[src/rtl/uart_pkg.sv]
// Shared constants and state encoding for the UART transmit path and its scheduler.
// The encode control path imports the same frame-length and baud limits.
package uart_pkg;

    localparam int DATA_W = 10;
    localparam int CNT_W  = 10;
    localparam int BAUD_W = 20;

    localparam logic [BAUD_W-1:0] MIN_BAUD = 20'd15;
    localparam logic [CNT_W-1:0]  END_CNT  = 10'd12;

    typedef enum logic [1:0] {
        ST_IDLE  = 2'd0,
        ST_GRANT = 2'd1,
        ST_SEND  = 2'd2,
        ST_GAP   = 2'd3
    } sched_state_e;

    function automatic logic baud_legal(input logic [BAUD_W-1:0] b);
        return b >= MIN_BAUD;
    endfunction

endpackage

[src/rtl/uart_tx_sched_if.sv]
// Requester, baud-configuration and transmitter-facing signals of the scheduler.
// The slave modport is the scheduler's view; master is the surrounding system's view.
interface uart_tx_sched_if #(parameter int N_REQ = 4) ();
    import uart_pkg::*;

    logic                    enable;
    logic [N_REQ-1:0]        req;
    logic [N_REQ*DATA_W-1:0] din;
    logic [N_REQ-1:0]        gnt;
    logic [BAUD_W-1:0]       baud_cfg;
    logic                    baud_ld;
    logic                    baud_err;
    logic                    busy;
    logic                    tx_sel;
    logic                    tx_set;
    logic [DATA_W-1:0]       tx_din;
    logic [BAUD_W-1:0]       tx_baud;
    logic                    tx_en;
    logic [CNT_W-1:0]        bit_cnt;

    modport slave (
        input  enable, req, din, baud_cfg, baud_ld, tx_en, bit_cnt,
        output gnt, baud_err, busy, tx_sel, tx_set, tx_din, tx_baud
    );

    modport master (
        output enable, req, din, baud_cfg, baud_ld, tx_en, bit_cnt,
        input  gnt, baud_err, busy, tx_sel, tx_set, tx_din, tx_baud
    );

endinterface

[src/rtl/rr_arbiter.sv]
// Combinational round-robin pick: first requester at or after ptr, wrapping.
// Done with a mask-then-lowest-bit trick so no variable indexing is needed.
module rr_arbiter #(
    parameter  int N_REQ = 4,
    localparam int PTR_W = $clog2(N_REQ)
) (
    input  logic [N_REQ-1:0] req,
    input  logic [PTR_W-1:0] ptr,
    output logic [N_REQ-1:0] win,
    output logic             any
);

    logic [N_REQ-1:0] mask;
    logic [N_REQ-1:0] masked;
    logic [N_REQ-1:0] pick;

    always_comb begin
        mask   = ~((N_REQ'(1) << ptr) - N_REQ'(1));
        masked = req & mask;
        pick   = (masked != '0) ? masked : req;
        win    = pick & (~pick + N_REQ'(1));
        any    = |req;
    end

endmodule

[src/rtl/uart_tx_sched.sv]
// Round-robin scheduler sharing one UART transmitter among N_REQ word sources,
// sequencing one full frame per grant and owning the baud divisor register.
module uart_tx_sched
    import uart_pkg::*;
#(
    parameter int N_REQ = 4
) (
    input logic            clk,
    input logic            rst,
    uart_tx_sched_if.slave bus
);

    localparam int PTR_W = $clog2(N_REQ);

    sched_state_e      state_q, state_d;
    logic [PTR_W-1:0]  rr_ptr_q, rr_ptr_d;
    logic [N_REQ-1:0]  gnt_q, gnt_d;
    logic [DATA_W-1:0] tx_din_q, tx_din_d;
    logic [BAUD_W-1:0] tx_baud_q, tx_baud_d;
    logic [BAUD_W-1:0] pend_q, pend_d;
    logic              pend_vld_q, pend_vld_d;
    logic              baud_err_q, baud_err_d;

    logic [N_REQ-1:0]  win;
    logic              any;
    logic [PTR_W-1:0]  win_idx;
    logic [DATA_W-1:0] win_word;

    rr_arbiter #(.N_REQ(N_REQ)) u_arb (
        .req (bus.req),
        .ptr (rr_ptr_q),
        .win (win),
        .any (any)
    );

    always_comb begin
        win_idx  = '0;
        win_word = '0;
        for (int i = 0; i < N_REQ; i++) begin
            if (win[i]) begin
                win_idx  = PTR_W'(i);
                win_word = bus.din[i*DATA_W +: DATA_W];
            end
        end
    end

    // Arbitration is resolved on the IDLE->GRANT edge so gnt and tx_din are valid together.
    always_comb begin
        state_d    = state_q;
        rr_ptr_d   = rr_ptr_q;
        gnt_d      = '0;
        tx_din_d   = tx_din_q;
        tx_baud_d  = tx_baud_q;
        pend_d     = pend_q;
        pend_vld_d = pend_vld_q;
        baud_err_d = baud_err_q;
        case (state_q)
            ST_IDLE: begin
                if (bus.baud_ld) begin
                    tx_baud_d  = bus.baud_cfg;
                    baud_err_d = !baud_legal(bus.baud_cfg);
                end else if (bus.enable && baud_legal(tx_baud_q) && any) begin
                    state_d  = ST_GRANT;
                    gnt_d    = win;
                    tx_din_d = win_word;
                    rr_ptr_d = (win_idx == PTR_W'(N_REQ - 1)) ? '0 : win_idx + PTR_W'(1);
                end
            end
            ST_GRANT, ST_SEND: begin
                if (bus.baud_ld) begin
                    pend_d     = bus.baud_cfg;
                    pend_vld_d = 1'b1;
                end
                if (!bus.enable) begin
                    state_d = ST_GAP;
                end else if (state_q == ST_GRANT) begin
                    state_d = ST_SEND;
                end else if (bus.bit_cnt == END_CNT && !bus.tx_en) begin
                    state_d = ST_GAP;
                end
            end
            ST_GAP: begin
                state_d    = ST_IDLE;
                pend_vld_d = 1'b0;
                if (bus.baud_ld) begin
                    tx_baud_d  = bus.baud_cfg;
                    baud_err_d = !baud_legal(bus.baud_cfg);
                end else if (pend_vld_q) begin
                    tx_baud_d  = pend_q;
                    baud_err_d = !baud_legal(pend_q);
                end
            end
            default: state_d = ST_IDLE;
        endcase
    end

    always_ff @(posedge clk or posedge rst) begin
        if (rst) begin
            state_q    <= ST_IDLE;
            rr_ptr_q   <= '0;
            gnt_q      <= '0;
            tx_din_q   <= '0;
            tx_baud_q  <= '0;
            pend_q     <= '0;
            pend_vld_q <= 1'b0;
            baud_err_q <= 1'b0;
        end else begin
            state_q    <= state_d;
            rr_ptr_q   <= rr_ptr_d;
            gnt_q      <= gnt_d;
            tx_din_q   <= tx_din_d;
            tx_baud_q  <= tx_baud_d;
            pend_q     <= pend_d;
            pend_vld_q <= pend_vld_d;
            baud_err_q <= baud_err_d;
        end
    end

    assign bus.gnt      = gnt_q;
    assign bus.tx_din   = tx_din_q;
    assign bus.tx_baud  = tx_baud_q;
    assign bus.baud_err = baud_err_q;
    assign bus.busy     = (state_q != ST_IDLE);
    assign bus.tx_set   = (state_q == ST_SEND);
    assign bus.tx_sel   = bus.enable;

endmodule

[src/flat_wrapper.sv]
// flat-port wrapper written by rule: the top's interface ports become plain ports
module uart_tx_sched_flat import uart_pkg::*;
#(
    parameter int N_REQ = 4
)
  (clk, rst, bus_enable, bus_req, bus_din, bus_baud_cfg, bus_baud_ld, bus_tx_en, bus_bit_cnt, bus_gnt, bus_baud_err, bus_busy, bus_tx_sel, bus_tx_set, bus_tx_din, bus_tx_baud);
  uart_tx_sched_if #(.N_REQ(N_REQ)) bus_i ();
  input logic clk;
  input logic rst;
  input wire logic [$bits(bus_i.enable)-1:0] bus_enable;
  input wire logic [$bits(bus_i.req)-1:0] bus_req;
  input wire logic [$bits(bus_i.din)-1:0] bus_din;
  input wire logic [$bits(bus_i.baud_cfg)-1:0] bus_baud_cfg;
  input wire logic [$bits(bus_i.baud_ld)-1:0] bus_baud_ld;
  input wire logic [$bits(bus_i.tx_en)-1:0] bus_tx_en;
  input wire logic [$bits(bus_i.bit_cnt)-1:0] bus_bit_cnt;
  output wire logic [$bits(bus_i.gnt)-1:0] bus_gnt;
  output wire logic [$bits(bus_i.baud_err)-1:0] bus_baud_err;
  output wire logic [$bits(bus_i.busy)-1:0] bus_busy;
  output wire logic [$bits(bus_i.tx_sel)-1:0] bus_tx_sel;
  output wire logic [$bits(bus_i.tx_set)-1:0] bus_tx_set;
  output wire logic [$bits(bus_i.tx_din)-1:0] bus_tx_din;
  output wire logic [$bits(bus_i.tx_baud)-1:0] bus_tx_baud;
  assign bus_i.enable = bus_enable;
  assign bus_i.req = bus_req;
  assign bus_i.din = bus_din;
  assign bus_i.baud_cfg = bus_baud_cfg;
  assign bus_i.baud_ld = bus_baud_ld;
  assign bus_i.tx_en = bus_tx_en;
  assign bus_i.bit_cnt = bus_bit_cnt;
  assign bus_gnt = bus_i.gnt;
  assign bus_baud_err = bus_i.baud_err;
  assign bus_busy = bus_i.busy;
  assign bus_tx_sel = bus_i.tx_sel;
  assign bus_tx_set = bus_i.tx_set;
  assign bus_tx_din = bus_i.tx_din;
  assign bus_tx_baud = bus_i.tx_baud;
  uart_tx_sched #(.N_REQ(N_REQ)) u_core (.clk(clk), .rst(rst), .bus(bus_i));
endmodule
[config.mk]
export PLATFORM = sky130hd
export DESIGN_NAME = uart_tx_sched_flat
export DESIGN_NICKNAME = d
export VERILOG_FILES = /design/src/rtl/uart_pkg.sv /design/src/rtl/uart_tx_sched_if.sv /design/src/rtl/rr_arbiter.sv /design/src/rtl/uart_tx_sched.sv /design/src/flat_wrapper.sv
export SDC_FILE = /design/constraint.sdc
export NUM_CORES = 1
export LEC_CHECK = 0
export ABC_AREA = 1
export BUFFER_PORTS_ARGS = -buffer_cell sky130_fd_sc_hd__buf_2
export CAP_MARGIN = 20
export CELL_PAD_IN_SITES_DETAIL_PLACEMENT = 2
export CELL_PAD_IN_SITES_GLOBAL_PLACEMENT = 2
export CORE_MARGIN = 10
export CORE_UTILIZATION = 29
export DETAILED_ROUTE_END_ITERATION = 10
export PLACE_DENSITY = 0.91
export SYNTH_ARGS = -nofsm -noshare
export SYNTH_HDL_FRONTEND = slang
export SYNTH_SLANG_ARGS = --single-unit
[constraint.sdc]
create_clock -name clk -period 3.95 [get_ports clk]
set_input_delay 1.185 -clock clk [delete_from_list [all_inputs] [get_ports clk]]
set_output_delay 1.185 -clock clk [all_outputs]
set_load 0.01 [all_outputs]
# Yosys cells after proc, flatten, opt, wreduce, memory -nomap -nowiden
# Cells that the tools add are included.
[word_totals] word_cells=77 ff_bits=60
[classes] mux=28 shifts=1 reduce_logical=18 eq_ne=11 n_bitwise=5 addsub=3 order_cmp=3
[ops] op="$ge A20 B4 Y1 const B" n=3
[ops] op="$mux W20" n=3
[ops] op="$mux W10" n=4
[ops] op="$pmux W20 S2" n=1
[ops] op="$mux W2" n=8
[ops] op="$mux W4" n=4
[ops] op="$eq A10 B4 Y1 const B" n=1
[ops] op="$reduce_and A3 Y1" n=3
[ops] op="$and A4 B4 Y4" n=2
[ops] op="$not A4 Y4" n=2
[ops] op="$eq A2 B2 Y1 const B" n=3
[ops] op="$ne A2 B2 Y1 const B" n=3
[ops] op="$pmux W2 S3" n=1
[ops] op="$reduce_bool A2 Y1" n=3
[ops] op="$mux W1" n=5
[ops] op="$add A4 B1 Y4 const B" n=1
[ops] op="$ne A4 B2 Y1 const B" n=1
[ops] op="$pmux W1 S2" n=2
[ops] op="$reduce_and A2 Y1" n=2
[ops] op="$reduce_bool A4 Y1" n=1
[ops] op="$reduce_or A4 Y1" n=1
[ops] op="$shl A1 B2 Y4 const A" n=1
[ops] op="$sub A4 B2 Y4 const B" n=1
[ops] op="$logic_and A1 B1 Y1" n=3
[ops] op="8 further kinds" n=10

# Longest topological paths before layout
# Gate-level depths: netlist of the first run.
[logic_depth] word_depth=14 mapped_depth=12

# Cells and area by module
# Synthesis of the first run repeated with hierarchy kept, for this count alone.
[hier_totals] hier_cells=425 hier_area_um2=3201.8
[modules_own_cells] module="uart_tx_sched" n_inst=1 cells_per_inst=400 area_per_inst_um2=3081.7
[modules_own_cells] module="rr_arbiter" n_inst=1 cells_per_inst=25 area_per_inst_um2=120.1

# Worst setup path before layout of the first run
# No wires, ideal clock.
[synth_path] path_type="in2out" from="in bus_enable" to="out bus_tx_sel" t_required_ns=2.765 n_path_buf=1 setup_slack_ns=1.461 stages=1 arrival_ns=1.304 path_cell_list="buf_4"
[synth_rtl] item="start, declared" line_no="flat_wrapper.sv:10" source="input wire logic [$bits(bus_i.enable)-1:0] bus_enable;"
[synth_rtl] item="end, declared" line_no="flat_wrapper.sv:20" source="output wire logic [$bits(bus_i.tx_sel)-1:0] bus_tx_sel;"
# No word-level cell between the ends.

# Worst setup path after layout of the first run
[layout_path] from="in bus_enable" to="out bus_tx_sel"
# No word-level cell between the ends.

==> results of run 1 <==
worst reg2reg max path: cells and delay by family (launching register included):
kind,cells,cell delay (ps)
AOI/OAI and AO/OA,2,740
adders and majority gates,1,280
buffers and inverters,3,660
DFF,1,430
and+or+nand+nor,2,200
sequential cells by signal, indices dropped and copies added, names as in the netlist:
register             flops
u_core.bus.tx_baud      20
u_core.pend_q           20
u_core.pend_vld_q        1
u_core.bus.gnt           4
u_core.bus.tx_din       10
u_core.bus.baud_err      1
u_core.state_q           2
u_core.rr_ptr_q          2
power by group through the flow:
stage | registers [mW] | logic (mW) | clock network (mW)
floorplan | 1.15 | 0.863 | 0
global placement | 1.12 | 1.32 | 0
detailed placement | 1.14 | 1.42 | 0
CTS | 1.13 | 1.44 | 0.557
global route | 1.16 | 1.61 | 0.589
finish | 1.13 | 1.41 | 0.548
worst paths after layout:
check,startpoint,end,slack [ps],cells after the start
min in group asynchronous,rst,u_core.pend_q[4]$_DFFE_PP0P_,1030,2
min reg2reg,u_core.pend_q[17]$_DFFE_PP0P_,u_core.pend_q[17]$_DFFE_PP0P_,510,2
min,u_core.pend_q[17]$_DFFE_PP0P_,u_core.pend_q[17]$_DFFE_PP0P_,510,2
max reg2reg,u_core.state_q[0]$_DFFE_PP0P_,u_core.bus.tx_baud[0]$_DFFE_PP0P_,1560,8
max,bus_enable,bus_tx_sel,1320,2
max in group asynchronous,rst,u_core.bus.tx_baud[13]$_DFFE_PP0P_,2200,3
logic make-up (layout without fill, tap and decap cells):
group           after synthesis  after routing  synth area share [%]
fa+ha+maj                     4              4                 1.555
compound gates               50             50                 9.328
flops                        60             60                 46.64
buf+inv                      55            175                 7.695
simple gates                264            264                 34.78
stage by stage:
stage	utilization (%)	setup WS, ps	hold slack, ps	area, µm²
4_1_cts	37.87	1317	515.7	4105
3_3_place_gp	36.12	1318	482.4	3915
6_report	37.87	1322	511.7	4105
5_1_grt	37.87	1246	542.2	4105
3_5_place_dp	36.12	1227	492.6	3915
2_1_floorplan	-	1280	462.7	3219
area by class of cell:
type	instances	area (µm²)	area share [%]
clock inverter	5	52.55	1.280
multi-input combinational	318	1470	35.81
sequential	60	1501	36.57
clock buffer	10	137.6	3.353
tap	140	175.2	4.267
inverter	38	142.6	3.475
timing repair buffer	122	625.6	15.24
cells in the mapped netlist (all sizes together):
cell type,instances
a31o,1
o21ai,13
clkbuf,6
buf,11
nand4,9
a21boi,1
nor2,65
nand3,19
a41oi,1
nor4,2
a21oi,13
ha,4
or2,3
a31oi,20
inv,38
nand2,161
and3,1
nor3,4
dfrtp,60
a22oi,1
metal layers:
layer | up-vias | global-route usage [%]
met5 | - | 0
met3 | 13 | 5.915
li1 | 1608 | -
met1 | 1629 | 16.92
met4 | 0 | 4.065
met2 | 86 | 27.92
==> metrics.txt, run 1 <==
status complete, no violations; number of nets in the synthesized netlist 516; Yosys Warn Count 0; gpl congestion 0.7808; DRC violations left 0; sum of internal, switching and leakage power 3.080 mW; wire length of the first global-routing pass 20,170 µm; element type at the critical path end output pin; class of the most critical setup path in2out; period utilisation layout 66.53%; final HPWL from detailed placement 9923 µm; combinational group share of total power 45.7%; die area 15,720 µm²; Gates resized, CTS repair 0; iteration-0 DRC count of the detailed router 149; TritonCTS clock tree done; CP Cell Sequence buf_2, buf_2; CP Data Required Time 2760 ps; core outline area 10,840 µm²; vias in the first global route 3,892; unrepaired setup endpoints after global routing false; worst clock skew on the final layout 10.80 ps; highest net fanout along the worst path 4; Final Max Tran Viols 0; Worst path top cell family by delay buffers and inverters; count of port buffers added during placement 116; share of the synthesized area in the top cell type 46.64%; GRT Residual Overflow 0; Clk network pwr share 17.8%; timing-limited maximum frequency 0.3805 GHz; DRT Wirelength 12,300 µm; clock sink count 60; number of storage elements in the synthesis netlist 60; post-route ant nets 0; clock input transition at the sequential cells of the worst setup and hold paths 70 ps; Reg power frac 36.5%; commonest non-fill, non-tap cells in the layout 156 x nand2_1, 116 x buf_2, 60 x dfrtp_1; starting utilization of the core area 29.70%; post-synth cell types 30; area of the mapped netlist 3219 µm²; I/O pin total 117; Met2 Wirelength 6310 µm; initial antenna violation count 0; number of buffers between clock root and the deepest sink 2; drt wl/cell 17.75 µm; switch share 44.60%; deepest level of the CTS H-tree 3; Cells after DPL 678; fraction of the yosys area taken by sequential cells 46.64%; Buffers & Inverters on Critical Path 2; total of hold buffers inserted after clock tree synthesis 0; DR WL met3 870 µm; cells taking the most area after synthesis dfrtp_1 47%, nand2_1 18%, nor2_1 6.9%; critical path's largest stage delay 140 ps; instance count of the mapped netlist 433; total via count after detailed routing 3,336; Tot GR Track Use 15.62%; headroom to the max-slew limit 41.75%; Area growth syn-to-layout 27.52%; fraction of final layout cells with drive strength greater than 1 29.84%; library cell occupying the most area in the post-synthesis netlist dfrtp_1; largest net degree at the start of global routing 41; non-filler cells in the finished layout 693; TNS Setup 0 ps; highest layer used for signal routing met4; routed metal-1 wire length 4977 µm; die width 125.4 µm; 1st-pass router iterations 4; height of the die 125.4 µm; max-cap check violation count 0; most common cell after layout, fill and taps aside nand2_1; filler cell count in the final layout 1,319; number of diodes added for antenna fixing 0; final setup vio count 0; Max IR drop VDD 0.0002707 V; type of the most critical hold path reg2reg; cell chosen for the clock root clkbuf_8; Critical-path top delay cell buf_2; per-instance average area after synthesis 7.435 µm²; DR vias/cell 4.814; number of nets at the end of the flow 632; TritonCTS Buffers 9; clock latency on the worst-skew pair 340 ps; library cell appearing most often on the critical path buf_2; kind of start point of the critical path input pin; final hold vios 0; P_leak 2.215 nW; buffers inserted during post-CTS setup optimization 0; worst slew pin tran 872.5 ps; switching component of the power 1.374 mW; power density over the cells 750.2 nW/µm²; total number of placement rows 38; final critical path time including I/O delays and setup 2628 ps; cell internal power dissipation 1.706 mW; Data arrival, critical path 1440 ps
(Power assumes the default switching activity.)
==> inputs of run 2 (changes only) <==
CORE_UTILIZATION = 24   (was 29)
PLACE_DENSITY = 0.81   (was 0.91)
clock period = 2.3 ns   (was 3.95 ns; I/O delays follow)
==> run 2 against run 1 <==
Against the previous run:
- register-to-register slack got worse by 1200 ps
- wire length decreased by 1.9%
- sequential share of layout area decreased by 1.7 points
- first-iteration DRC count decreased by 6.7%
- sequential cell count unchanged
- count of clock-buffer cells in the layout decreased by 1
- sequential power increased by 71%
- total power increased by 85%
- setup slack got worse by 1100 ps
- global-route usage decreased by 2.0 points
- core utilization decreased by 5.2 points
- worst hold slack got worse by 170 ps
- largest cell class unchanged
- highest routed layer is now met5
==> metrics.txt, run 2 (same netlist as run 1, synthesis figures left out) <==
P_leak 2.281 nW (+3.0%); count of port buffers added during placement 116 (unchanged); clock sink count 60 (unchanged); headroom to the max-slew limit 65.43% (+24 points); worst clock skew on the final layout 7.764 ps (-3.036 ps); switching component of the power 2.392 mW (+74%); TritonCTS Buffers 9 (unchanged); Final Max Tran Viols 0 (unchanged); final critical path time including I/O delays and setup 2034 ps; buffers inserted during post-CTS setup optimization 0 (unchanged); Seq. cell area 1501 µm² (unchanged); DR vias/cell 4.529 (-5.9%); highest net fanout along the worst path 4 (unchanged); DRC violations left 0 (unchanged); height of the die 135.8 µm (+8.3%); power density over the cells 1322 nW/µm² (+76%); starting utilization of the core area 24.41% (-5.3 points); initial antenna violation count 3 (+3); total number of placement rows 42 (+11%); die width 135.8 µm (+8.3%); worst slew pin tran 518.0 ps (-354.5 ps); switch share 42.01% (-2.6 points); final HPWL from detailed placement 9640 µm (-2.8%); sum of internal, switching and leakage power 5.693 mW (+85%); type of the most critical hold path in2async; multi-input combinational cell area 1470 µm² (unchanged); Gates resized, CTS repair 0 (unchanged); kind of start point of the critical path flop; timing-limited maximum frequency 0.4917 GHz; TritonCTS clock tree done; number of nets at the end of the flow 634 (+0.32%); GRT Residual Overflow 0 (unchanged); deepest level of the CTS H-tree 3 (unchanged); iteration-0 DRC count of the detailed router 139 (-6.7%); largest net degree at the start of global routing 45 (+9.8%); cell chosen for the clock root clkbuf_16; Data arrival, critical path 1340 ps (-100 ps); total via count after detailed routing 3,320 (-0.48%); gpl congestion 0.7774 (-0.44%); combinational group share of total power 42.2% (-3.5 points); final setup vio count 0 (unchanged); element type at the critical path end output pin; filler cell count in the final layout 1,583 (+20%); clock latency on the worst-skew pair 330 ps (about the same); commonest non-fill, non-tap cells in the layout 156 x nand2_1, 116 x buf_2, 60 x dfrtp_1; DRT Wirelength 12,070 µm (-1.9%); class of the most critical setup path reg2out; max-cap check violation count 0 (unchanged); fraction of final layout cells with drive strength greater than 1 30.22% (+0.38 points); vias in the first global route 3,953 (+1.6%); drt wl/cell 16.46 µm (-7.3%); unrepaired setup endpoints after global routing false; Final Util 32.64% (-5.2 points); I/O pin total 117 (unchanged); number of buffers between clock root and the deepest sink 2 (unchanged); Reg power frac 33.9% (-2.6 points); CP Data Required Time 1610 ps (-1150 ps); number of cells on the worst reg-to-reg path 9 (+1); total of hold buffers inserted after clock tree synthesis 0 (unchanged); most common cell after layout, fill and taps aside nand2_1; period utilisation layout 88.43%; Area growth syn-to-layout 33.73%; 1st-pass router iterations 4 (unchanged); CP startpoint u_core.state_q[0]$_DFFE_PP0P_; wire length of the first global-routing pass 20,220 µm (+0.27%); source of the worst register-to-register timing path u_core.rr_ptr_q[0]$_DFFE_PP0P_; post-route ant nets 0 (unchanged); clock input transition at the sequential cells of the worst setup and hold paths 60 ps (about the same); status complete, no violations; Max IR drop VDD 0.0004253 V (+57%); Tot GR Track Use 13.66% (-2.0 points); Clk network pwr share 23.8% (+6.0 points); Final Hold Slack 339.3 ps (-172.3 ps); die area 18,450 µm² (+17%); cell internal power dissipation 3.301 mW (+94%); final hold vios 0 (unchanged); core outline area 13,190 µm² (+22%); TNS Setup 0 ps (unchanged)
-- run 2: cell count changes in the layout (fill, tap and decap cells not counted), sizes merged --
cell,change
buf,+2
clkbuf,-1
clkinv,+2
diode,+1
-- run 2: through the flow --
step	instances	cell area (µm²)	setup slack, ps
finish	733	4305	266.2
detailed placement	716	4000	18.77
CTS	732	4303	224.0
global placement	716	4000	157.5
floorplan	433	3219	125.3
global route	732	4303	148.8
-- run 2: path summary, 6_finish.rpt --
kind / to / slack, ps
max: bus_busy / 270
min: u_core.bus.gnt[3]$_DFF_PP0_ / 340
max reg2reg: u_core.bus.tx_din[1]$_DFFE_PP0P_ / 390
min reg2reg: u_core.pend_q[3]$_DFFE_PP0P_ / 510
max in group asynchronous: u_core.bus.tx_baud[16]$_DFFE_PP0P_ / 1380
min in group clk: u_core.pend_q[3]$_DFFE_PP0P_ / 510
-- run 2: worst max-delay path, cell delays in order, from the launching register on --
cell	delay, ps
dfrtp_1	410
inv_1	90
ha_1	250
inv_1	100
buf_2	150
-- run 2: per-layer routing --
layer | GRT usage, % | part of all wire [%] | wire length, µm
met2 | 23.00 | 48 | 5815
met5 | 0 | 0.15 | 18
met4 | 4.067 | 1.0 | 121
met3 | 6.458 | 9.2 | 1113
met1 | 14.97 | 41 | 4997
-- run 2: layout make-up --
class	instances	area share, %
tap	176	5.115
clock buffer	9	5.231
antenna	1	0.05812
multi-input combinational	318	34.15
timing repair buffer	124	15.46
inverter	38	3.313
sequential	60	34.87
clock inverter	7	1.802
-- run 2: power groups by stage --
| stage | registers, mW | logic (mW) | clock network, mW |
|---|---|---|---|
| 2_1_floorplan | 1.97 | 1.48 | 0 |
| 3_3_place_gp | 1.92 | 2.33 | 0 |
| 3_5_place_dp | 1.95 | 2.46 | 0 |
| 4_1_cts | 1.94 | 2.49 | 1.40 |
| 5_1_grt | 2.02 | 2.80 | 1.44 |
| 6_report | 1.93 | 2.40 | 1.36 |
